<file path="src/rtl/gemm_ctrl_pkg.sv">
// Shared types for the PE array controller: FSM states, PE mode codes, phase sequencing.
`ifndef M_END_BITWIDTH
`define M_END_BITWIDTH 2
`endif

package gemm_ctrl_pkg;

  typedef enum logic [2:0] {
    IDLE,
    LOAD_W,
    COMPUTE,
    REDUCE,
    DRAIN,
    DONE
  } state_t;

  localparam logic [`M_END_BITWIDTH-1:0] M_HOLD = 2'b00;
  localparam logic [`M_END_BITWIDTH-1:0] M_ACC  = 2'b01;
  localparam logic [`M_END_BITWIDTH-1:0] M_PASS = 2'b10;

  // nz = {drain, reduce, compute, load_w} non-zero flags; skips empty phases after cur
  function automatic state_t next_phase(input state_t cur, input logic [3:0] nz);
    if (cur == IDLE && nz[0]) return LOAD_W;
    if ((cur == IDLE || cur == LOAD_W) && nz[1]) return COMPUTE;
    if ((cur inside {IDLE, LOAD_W, COMPUTE}) && nz[2]) return REDUCE;
    if ((cur inside {IDLE, LOAD_W, COMPUTE, REDUCE}) && nz[3]) return DRAIN;
    return DONE;
  endfunction

endpackage

</file>
<file path="src/rtl/pe_array_ctrl_if.sv">
// Tile request, stream handshakes and broadcast PE controls; master drives requests,
// slave (the controller) returns readies and PE register strobes.
interface pe_array_ctrl_if #(
  parameter int CNT_W = 16
);
  logic                        start;
  logic [CNT_W-1:0]            cfg_w_len;
  logic [CNT_W-1:0]            cfg_k_len;
  logic [CNT_W-1:0]            cfg_red_len;
  logic [CNT_W-1:0]            cfg_drain_len;
  logic                        w_valid;
  logic                        in_valid;
  logic                        out_ready;

  logic                        weight_reg_en;
  logic                        weight_reg_r0w1;
  logic                        input_reg_en;
  logic                        input_reg_r0w1;
  logic                        rand_num_reg_en;
  logic                        rand_num_reg_r0w1;
  logic                        output_num_reg_en;
  logic                        output_num_reg_r0w1;
  logic [`M_END_BITWIDTH-1:0]  M_end;
  logic                        w_ready;
  logic                        in_ready;
  logic                        out_valid;
  logic                        busy;
  logic                        done;

  modport master (
    output start, cfg_w_len, cfg_k_len, cfg_red_len, cfg_drain_len,
           w_valid, in_valid, out_ready,
    input  weight_reg_en, weight_reg_r0w1, input_reg_en, input_reg_r0w1,
           rand_num_reg_en, rand_num_reg_r0w1, output_num_reg_en, output_num_reg_r0w1,
           M_end, w_ready, in_ready, out_valid, busy, done
  );

  modport slave (
    input  start, cfg_w_len, cfg_k_len, cfg_red_len, cfg_drain_len,
           w_valid, in_valid, out_ready,
    output weight_reg_en, weight_reg_r0w1, input_reg_en, input_reg_r0w1,
           rand_num_reg_en, rand_num_reg_r0w1, output_num_reg_en, output_num_reg_r0w1,
           M_end, w_ready, in_ready, out_valid, busy, done
  );
endinterface

</file>
<file path="src/rtl/beat_cnt.sv">
// Phase beat counter; tc flags the accepted beat that completes len, and the count
// self-clears on that edge so it never wraps. No latency beyond the register.
module beat_cnt #(
  parameter int CNT_W = 16
) (
  input  logic             clk,
  input  logic             reset,
  input  logic             clr,
  input  logic             inc,
  input  logic [CNT_W-1:0] len,
  output logic             tc
);

  logic [CNT_W-1:0] cnt;

  assign tc = inc && (cnt == len - CNT_W'(1));

  always_ff @(posedge clk) begin
    if (reset) begin
      cnt <= '0;
    end else if (clr || tc) begin
      cnt <= '0;
    end else if (inc) begin
      cnt <= cnt + CNT_W'(1);
    end
  end

endmodule

</file>
<file path="src/rtl/pe_array_ctrl.sv">
// Sequences one GEMM tile through LOAD_W/COMPUTE/REDUCE/DRAIN; controls are a zero-latency
// decode of state and the live valid/ready, so stalls freeze the counter and hold the PEs.
module pe_array_ctrl
  import gemm_ctrl_pkg::*;
#(
  parameter int CNT_W = 16
) (
  input  logic           clk,
  input  logic           reset,
  pe_array_ctrl_if.slave bus
);

  state_t state, state_nxt;

  logic [CNT_W-1:0] w_len_q, k_len_q, r_len_q, d_len_q;
  logic [3:0]       nz_q, nz_in;
  logic             cnt_clr, cnt_inc, cnt_tc;
  logic [CNT_W-1:0] cnt_len;

  logic                       weight_reg_en, weight_reg_r0w1;
  logic                       input_reg_en, input_reg_r0w1;
  logic                       rand_num_reg_en, rand_num_reg_r0w1;
  logic                       output_num_reg_en, output_num_reg_r0w1;
  logic [`M_END_BITWIDTH-1:0] M_end;
  logic                       w_ready, in_ready, out_valid, busy, done;

  assign nz_in = {|bus.cfg_drain_len, |bus.cfg_red_len, |bus.cfg_k_len, |bus.cfg_w_len};
  assign nz_q  = {|d_len_q, |r_len_q, |k_len_q, |w_len_q};

  always_ff @(posedge clk) begin
    if (reset) begin
      state   <= IDLE;
      w_len_q <= '0;
      k_len_q <= '0;
      r_len_q <= '0;
      d_len_q <= '0;
    end else begin
      state <= state_nxt;
      if (state == IDLE && bus.start) begin
        w_len_q <= bus.cfg_w_len;
        k_len_q <= bus.cfg_k_len;
        r_len_q <= bus.cfg_red_len;
        d_len_q <= bus.cfg_drain_len;
      end
    end
  end

  assign cnt_clr = (state == IDLE) && bus.start;

  always_comb begin
    state_nxt           = state;
    cnt_inc             = 1'b0;
    cnt_len             = '0;
    weight_reg_en       = 1'b0;
    weight_reg_r0w1     = 1'b0;
    input_reg_en        = 1'b0;
    input_reg_r0w1      = 1'b0;
    rand_num_reg_en     = 1'b0;
    rand_num_reg_r0w1   = 1'b0;
    output_num_reg_en   = 1'b0;
    output_num_reg_r0w1 = 1'b0;
    M_end               = M_HOLD;
    w_ready             = 1'b0;
    in_ready            = 1'b0;
    out_valid           = 1'b0;
    done                = 1'b0;
    busy                = (state != IDLE);

    unique case (state)
      IDLE: begin
        if (bus.start) state_nxt = next_phase(IDLE, nz_in);
      end
      LOAD_W: begin
        w_ready         = 1'b1;
        weight_reg_en   = bus.w_valid;
        weight_reg_r0w1 = bus.w_valid;
        cnt_inc         = bus.w_valid;
        cnt_len         = w_len_q;
        if (cnt_tc) state_nxt = next_phase(LOAD_W, nz_q);
      end
      COMPUTE: begin
        in_ready            = 1'b1;
        M_end               = M_ACC;
        input_reg_en        = bus.in_valid;
        input_reg_r0w1      = bus.in_valid;
        rand_num_reg_en     = bus.in_valid;
        rand_num_reg_r0w1   = bus.in_valid;
        output_num_reg_en   = bus.in_valid;
        output_num_reg_r0w1 = bus.in_valid;
        cnt_inc             = bus.in_valid;
        cnt_len             = k_len_q;
        if (cnt_tc) state_nxt = next_phase(COMPUTE, nz_q);
      end
      REDUCE: begin
        M_end               = M_PASS;
        output_num_reg_en   = 1'b1;
        output_num_reg_r0w1 = 1'b1;
        cnt_inc             = 1'b1;
        cnt_len             = r_len_q;
        if (cnt_tc) state_nxt = next_phase(REDUCE, nz_q);
      end
      DRAIN: begin
        out_valid         = 1'b1;
        output_num_reg_en = 1'b1;
        cnt_inc           = bus.out_ready;
        cnt_len           = d_len_q;
        if (cnt_tc) state_nxt = next_phase(DRAIN, nz_q);
      end
      DONE: begin
        done      = 1'b1;
        state_nxt = IDLE;
      end
      default: state_nxt = IDLE;
    endcase
  end

  beat_cnt #(
    .CNT_W (CNT_W)
  ) u_beat_cnt (
    .clk   (clk),
    .reset (reset),
    .clr   (cnt_clr),
    .inc   (cnt_inc),
    .len   (cnt_len),
    .tc    (cnt_tc)
  );

  assign bus.weight_reg_en       = weight_reg_en;
  assign bus.weight_reg_r0w1     = weight_reg_r0w1;
  assign bus.input_reg_en        = input_reg_en;
  assign bus.input_reg_r0w1      = input_reg_r0w1;
  assign bus.rand_num_reg_en     = rand_num_reg_en;
  assign bus.rand_num_reg_r0w1   = rand_num_reg_r0w1;
  assign bus.output_num_reg_en   = output_num_reg_en;
  assign bus.output_num_reg_r0w1 = output_num_reg_r0w1;
  assign bus.M_end               = M_end;
  assign bus.w_ready             = w_ready;
  assign bus.in_ready            = in_ready;
  assign bus.out_valid           = out_valid;
  assign bus.busy                = busy;
  assign bus.done                = done;

endmodule

</file>
<file path="src/flat_wrapper.sv">
// flat-port wrapper written by rule: the top's interface ports become plain ports
module pe_array_ctrl_flat import gemm_ctrl_pkg::*;
#(
  parameter int CNT_W = 16
)
  (clk, reset, bus_start, bus_cfg_w_len, bus_cfg_k_len, bus_cfg_red_len, bus_cfg_drain_len, bus_w_valid, bus_in_valid, bus_out_ready, bus_weight_reg_en, bus_weight_reg_r0w1, bus_input_reg_en, bus_input_reg_r0w1, bus_rand_num_reg_en, bus_rand_num_reg_r0w1, bus_output_num_reg_en, bus_output_num_reg_r0w1, bus_M_end, bus_w_ready, bus_in_ready, bus_out_valid, bus_busy, bus_done);
  pe_array_ctrl_if #(.CNT_W(CNT_W)) bus_i ();
  input  logic clk;
  input  logic reset;
  input wire logic [$bits(bus_i.start)-1:0] bus_start;
  input wire logic [$bits(bus_i.cfg_w_len)-1:0] bus_cfg_w_len;
  input wire logic [$bits(bus_i.cfg_k_len)-1:0] bus_cfg_k_len;
  input wire logic [$bits(bus_i.cfg_red_len)-1:0] bus_cfg_red_len;
  input wire logic [$bits(bus_i.cfg_drain_len)-1:0] bus_cfg_drain_len;
  input wire logic [$bits(bus_i.w_valid)-1:0] bus_w_valid;
  input wire logic [$bits(bus_i.in_valid)-1:0] bus_in_valid;
  input wire logic [$bits(bus_i.out_ready)-1:0] bus_out_ready;
  output wire logic [$bits(bus_i.weight_reg_en)-1:0] bus_weight_reg_en;
  output wire logic [$bits(bus_i.weight_reg_r0w1)-1:0] bus_weight_reg_r0w1;
  output wire logic [$bits(bus_i.input_reg_en)-1:0] bus_input_reg_en;
  output wire logic [$bits(bus_i.input_reg_r0w1)-1:0] bus_input_reg_r0w1;
  output wire logic [$bits(bus_i.rand_num_reg_en)-1:0] bus_rand_num_reg_en;
  output wire logic [$bits(bus_i.rand_num_reg_r0w1)-1:0] bus_rand_num_reg_r0w1;
  output wire logic [$bits(bus_i.output_num_reg_en)-1:0] bus_output_num_reg_en;
  output wire logic [$bits(bus_i.output_num_reg_r0w1)-1:0] bus_output_num_reg_r0w1;
  output wire logic [$bits(bus_i.M_end)-1:0] bus_M_end;
  output wire logic [$bits(bus_i.w_ready)-1:0] bus_w_ready;
  output wire logic [$bits(bus_i.in_ready)-1:0] bus_in_ready;
  output wire logic [$bits(bus_i.out_valid)-1:0] bus_out_valid;
  output wire logic [$bits(bus_i.busy)-1:0] bus_busy;
  output wire logic [$bits(bus_i.done)-1:0] bus_done;
  assign bus_i.start = bus_start;
  assign bus_i.cfg_w_len = bus_cfg_w_len;
  assign bus_i.cfg_k_len = bus_cfg_k_len;
  assign bus_i.cfg_red_len = bus_cfg_red_len;
  assign bus_i.cfg_drain_len = bus_cfg_drain_len;
  assign bus_i.w_valid = bus_w_valid;
  assign bus_i.in_valid = bus_in_valid;
  assign bus_i.out_ready = bus_out_ready;
  assign bus_weight_reg_en = bus_i.weight_reg_en;
  assign bus_weight_reg_r0w1 = bus_i.weight_reg_r0w1;
  assign bus_input_reg_en = bus_i.input_reg_en;
  assign bus_input_reg_r0w1 = bus_i.input_reg_r0w1;
  assign bus_rand_num_reg_en = bus_i.rand_num_reg_en;
  assign bus_rand_num_reg_r0w1 = bus_i.rand_num_reg_r0w1;
  assign bus_output_num_reg_en = bus_i.output_num_reg_en;
  assign bus_output_num_reg_r0w1 = bus_i.output_num_reg_r0w1;
  assign bus_M_end = bus_i.M_end;
  assign bus_w_ready = bus_i.w_ready;
  assign bus_in_ready = bus_i.in_ready;
  assign bus_out_valid = bus_i.out_valid;
  assign bus_busy = bus_i.busy;
  assign bus_done = bus_i.done;
  pe_array_ctrl #(.CNT_W(CNT_W)) u_core (.clk(clk), .reset(reset), .bus(bus_i));
endmodule
</file>
<file path="config.mk">
export PLATFORM = sky130hd
export DESIGN_NAME = pe_array_ctrl_flat
export DESIGN_NICKNAME = d
export VERILOG_FILES = /design/src/rtl/gemm_ctrl_pkg.sv /design/src/rtl/pe_array_ctrl_if.sv /design/src/rtl/beat_cnt.sv /design/src/rtl/pe_array_ctrl.sv /design/src/flat_wrapper.sv
export SDC_FILE = /design/constraint.sdc
export NUM_CORES = 1
export LEC_CHECK = 0
export BUFFER_PORTS_ARGS = -buffer_cell sky130_fd_sc_hd__buf_4
export CORE_ASPECT_RATIO = 0.6
export CORE_UTILIZATION = 58
export CTS_BUF_LIST = sky130_fd_sc_hd__clkbuf_8
export CTS_CLUSTER_SIZE = 28
export DETAILED_ROUTE_END_ITERATION = 10
export PLACE_DENSITY = 0.86
export SLEW_MARGIN = 20
export SYNTH_ARGS = -nofsm -noshare
export SYNTH_HDL_FRONTEND = slang
export SYNTH_SLANG_ARGS = --single-unit
</file>
<file path="constraint.sdc">
create_clock -name clk -period 3.7 [get_ports clk]
set_input_delay 0.185 -clock clk [delete_from_list [all_inputs] [get_ports clk]]
set_output_delay 0.185 -clock clk [all_outputs]
set_load 0.01 [all_outputs]
</file>
==> results.yml <==
power:
  leakagePower_nw: 2.090
  powerDensity_nw_per_um2: 604.9
  power_mw: 3.301
  peakVddDrop_mv: 0.2956
yosys:
  synth_ff_type: "dfxtp_1"
  yosysMostFrequentCell: "nand2_1"
  postSynthCellCount: 600
  yosys_register_bits: 83
  synth_top_area_cell: "dfxtp_1"
  synth_top_area_share: 0.3652
  synth.distinct_cells: 61
  yosysSeqAreaShare: 0.3652
  ys_async_sr_fraction: 0
  ys_top_cells_by_area: "dfxtp_1 (37%), nand2_1 (12%), a21oi_1 (8.6%)"
  yosys_warnings: 0
  synth_edf_count: 0
  syn_area_per_cell_um2: 7.582
  synthesis.nets: 672
  ys_top_cells_by_count: "nand2_1 (148), dfxtp_1 (83), a21oi_1 (78)"
  syn-cell-area_um2: 4549
critical_path:
  ff2ff_setup_slack_ns: 0.12
  crit_type: "reg2reg"
  crit_path_end_kind: "flop"
  crit_path_start: "u_core.state[1]"
  crit_end: "u_core.u_beat_cnt.cnt[14]"
  required_ns: 3.95
  r2r_cells: 12
  rr_startpoint: "u_core.state[1]"
  crit_fanout: 16
  crit_arrival_ns: 3.83
  start_kind: "flop"
  r2r_end: "u_core.u_beat_cnt.cnt[14]"
global_routing:
  grt-ovfl-total: 0
  antenna_found_initial: 1
  grt_pass1_wl_um: 22120
  grt_pass1_vias: 4267
  grt_max_degree: 70
  track_usage: 0.3607
layout:
  fillers: 599
  final_nets: 741
  multi_input_area_um2: 2700
  final_util: 0.7358
  area_growth_pct: 19.97
  regArea_um2: 1667
  drive_gt1_frac: 0.2047
  diodes: 0
hold_path:
  min-delay-start: "bus_cfg_w_len[6]"
  hold_class: "in2reg"
  hold_depth: 3
clocking:
  worstSkewPairLatency_ns: 0.37
  cts_tree: "yes"
  cts.sinks: 83
  cts-htree-levels: 3
  cts_buffers: 9
  clockBufferDepth: 2
  clkTransAtPathRegs_ns: 0.09
  root_buffer: "clkbuf_8"
sta:
  worst_pin_slew_ns: 0.8785
  setup_violations: 0
  clock_skew_ns: 0.01447
  hold_viol_final: 0
  fin_setup_tns_ns: 0
  rsz0062_at_grt: "no"
  max_freq_mhz: 279.5
  fin_ws_ns: 0.1218
  slew-limit-headroom: 0.4143
  drv_slew: 0
  finalCritPeriodShare: 0.9671
  period_minus_slack_ns: 3.578
floorplan:
  rows: 24
  die_w_um: 116.3
  die_area_um2: 8213
  die_h_um: 70.60
  io-pin-count: 85
  start_util: 0.6134
  core_um2: 7417
placed_design:
  io_buffers: 84
  gp_congestion: 0.9195
  dp_slack_ns: 0.1946
  dp_hpwl_um: 11020
run:
  cap_viol_max_count: 0
detailed_routing:
  drt_first_pass_iters: 5
  via_per_inst: 6.141
  wl_per_cell_um: 18.62
  antenna_left: 0
  finalWirelength_um: 14490
  drt_iter0_markers: 542
  drc_errors: 0
  vias: 4778
run_status:
  status: "complete, no violations"
==> where the power goes <==
part	internal [mW]	total [mW]	leakage, nW	switching (mW)
combinational	0.597	1.46	1.32	0.866
clock	0.330	0.676	0.0963	0.345
sequential	1.02	1.16	0.678	0.141
==> per-layer routing <==
| layer | routed length [um] | vias to the layer above | GRT usage |
|---|---|---|---|
| met5 | 0 | - | 0 |
| met4 | 242 | 0 | 0.1097 |
| met3 | 1554 | 25 | 0.1071 |
| met2 | 5768 | 274 | 0.4944 |
| met1 | 6925 | 2222 | 0.5381 |
| li1 | - | 2257 | - |
==> through the flow <==
stage          hold WS, ns  cell area (um^2)  std cells
5_1_grt            0.06497              5458        778
4_1_cts            0.05860              5435        778
3_5_place_dp        0.4507              5233        762
6_report           0.07061              5458        778
3_3_place_gp        0.4408              5233        762
2_1_floorplan       0.3210              4549        600
==> worst min path at each step <==
stage / slack, ns / endpoint
after floorplan: 0.32 / u_core.w_len_q[5]
after global placement: 0.44 / u_core.k_len_q[6]
after detailed placement: 0.45 / u_core.k_len_q[15]
after CTS: 0.06 / u_core.w_len_q[6]
after global routing: 0.06 / u_core.r_len_q[8]
final: 0.07 / u_core.w_len_q[6]
==> final cells by class <==
class,instances,area share
multi-input combinational,471,0.4947
sequential,83,0.3054
timing repair buffer,98,0.1348
clock buffer,10,0.02522
tap,104,0.02384
clock inverter,6,0.01192
inverter,6,0.004127
==> worst max-delay path: stages, from the launching register on <==
cell and delay (ns):
dfxtp_4 0.39, nor2b_1 0.18, buf_4 0.16, a22o_1 0.29, a21oi_2 0.30, nand3_1 0.26
or3_1 0.50, nor4_1 0.29, a2bb2oi_1 0.15, a2111o_1 0.51, nand2_1 0.11, buf_4 0.22
nor2_1 0.08
==> what timing repair did <==
action | CTS | global route
hold buffers | 0 | 0
setup buffers | 0 | 0
gates resized for setup | 0 | 6
setup endpoints to repair | 0 | 19
==> cell usage in the layout (no fill, tap or decap), types with 5 or more instances in the layout <==
cell / n
dfxtp_1: 81
clkbuf_8: 10
o21ai_0: 7
and3_1: 5
buf_4: 98
a22o_1: 11
nand4_1: 8
nand3_1: 10
xnor2_1: 24
a211oi_1: 5
nor4_1: 30
a21oi_1: 78
nor2b_1: 5
nor2_1: 41
a22oi_1: 6
inv_1: 5
mux2i_1: 6
xor2_1: 13
nand2_1: 148
and2_1: 7
==> state kept, by name, summed over array words and instances (netlist names) <==
name	flops
u_core.d_len_q	16
u_core.k_len_q	16
u_core.r_len_q	16
u_core.u_beat_cnt.cnt	16
u_core.w_len_q	16
u_core.state	3
==> kinds of logic after synthesis <==
logic type | count (synthesis) | synth area share
buf+inv | 46 | 0.04538
fa+ha+maj | 2 | 0.005500
compound gates | 139 | 0.1942
mux | 12 | 0.02888
flops | 83 | 0.3652
xor+xnor | 37 | 0.07123
simple gates | 281 | 0.2896
(Power assumes the default switching activity.)
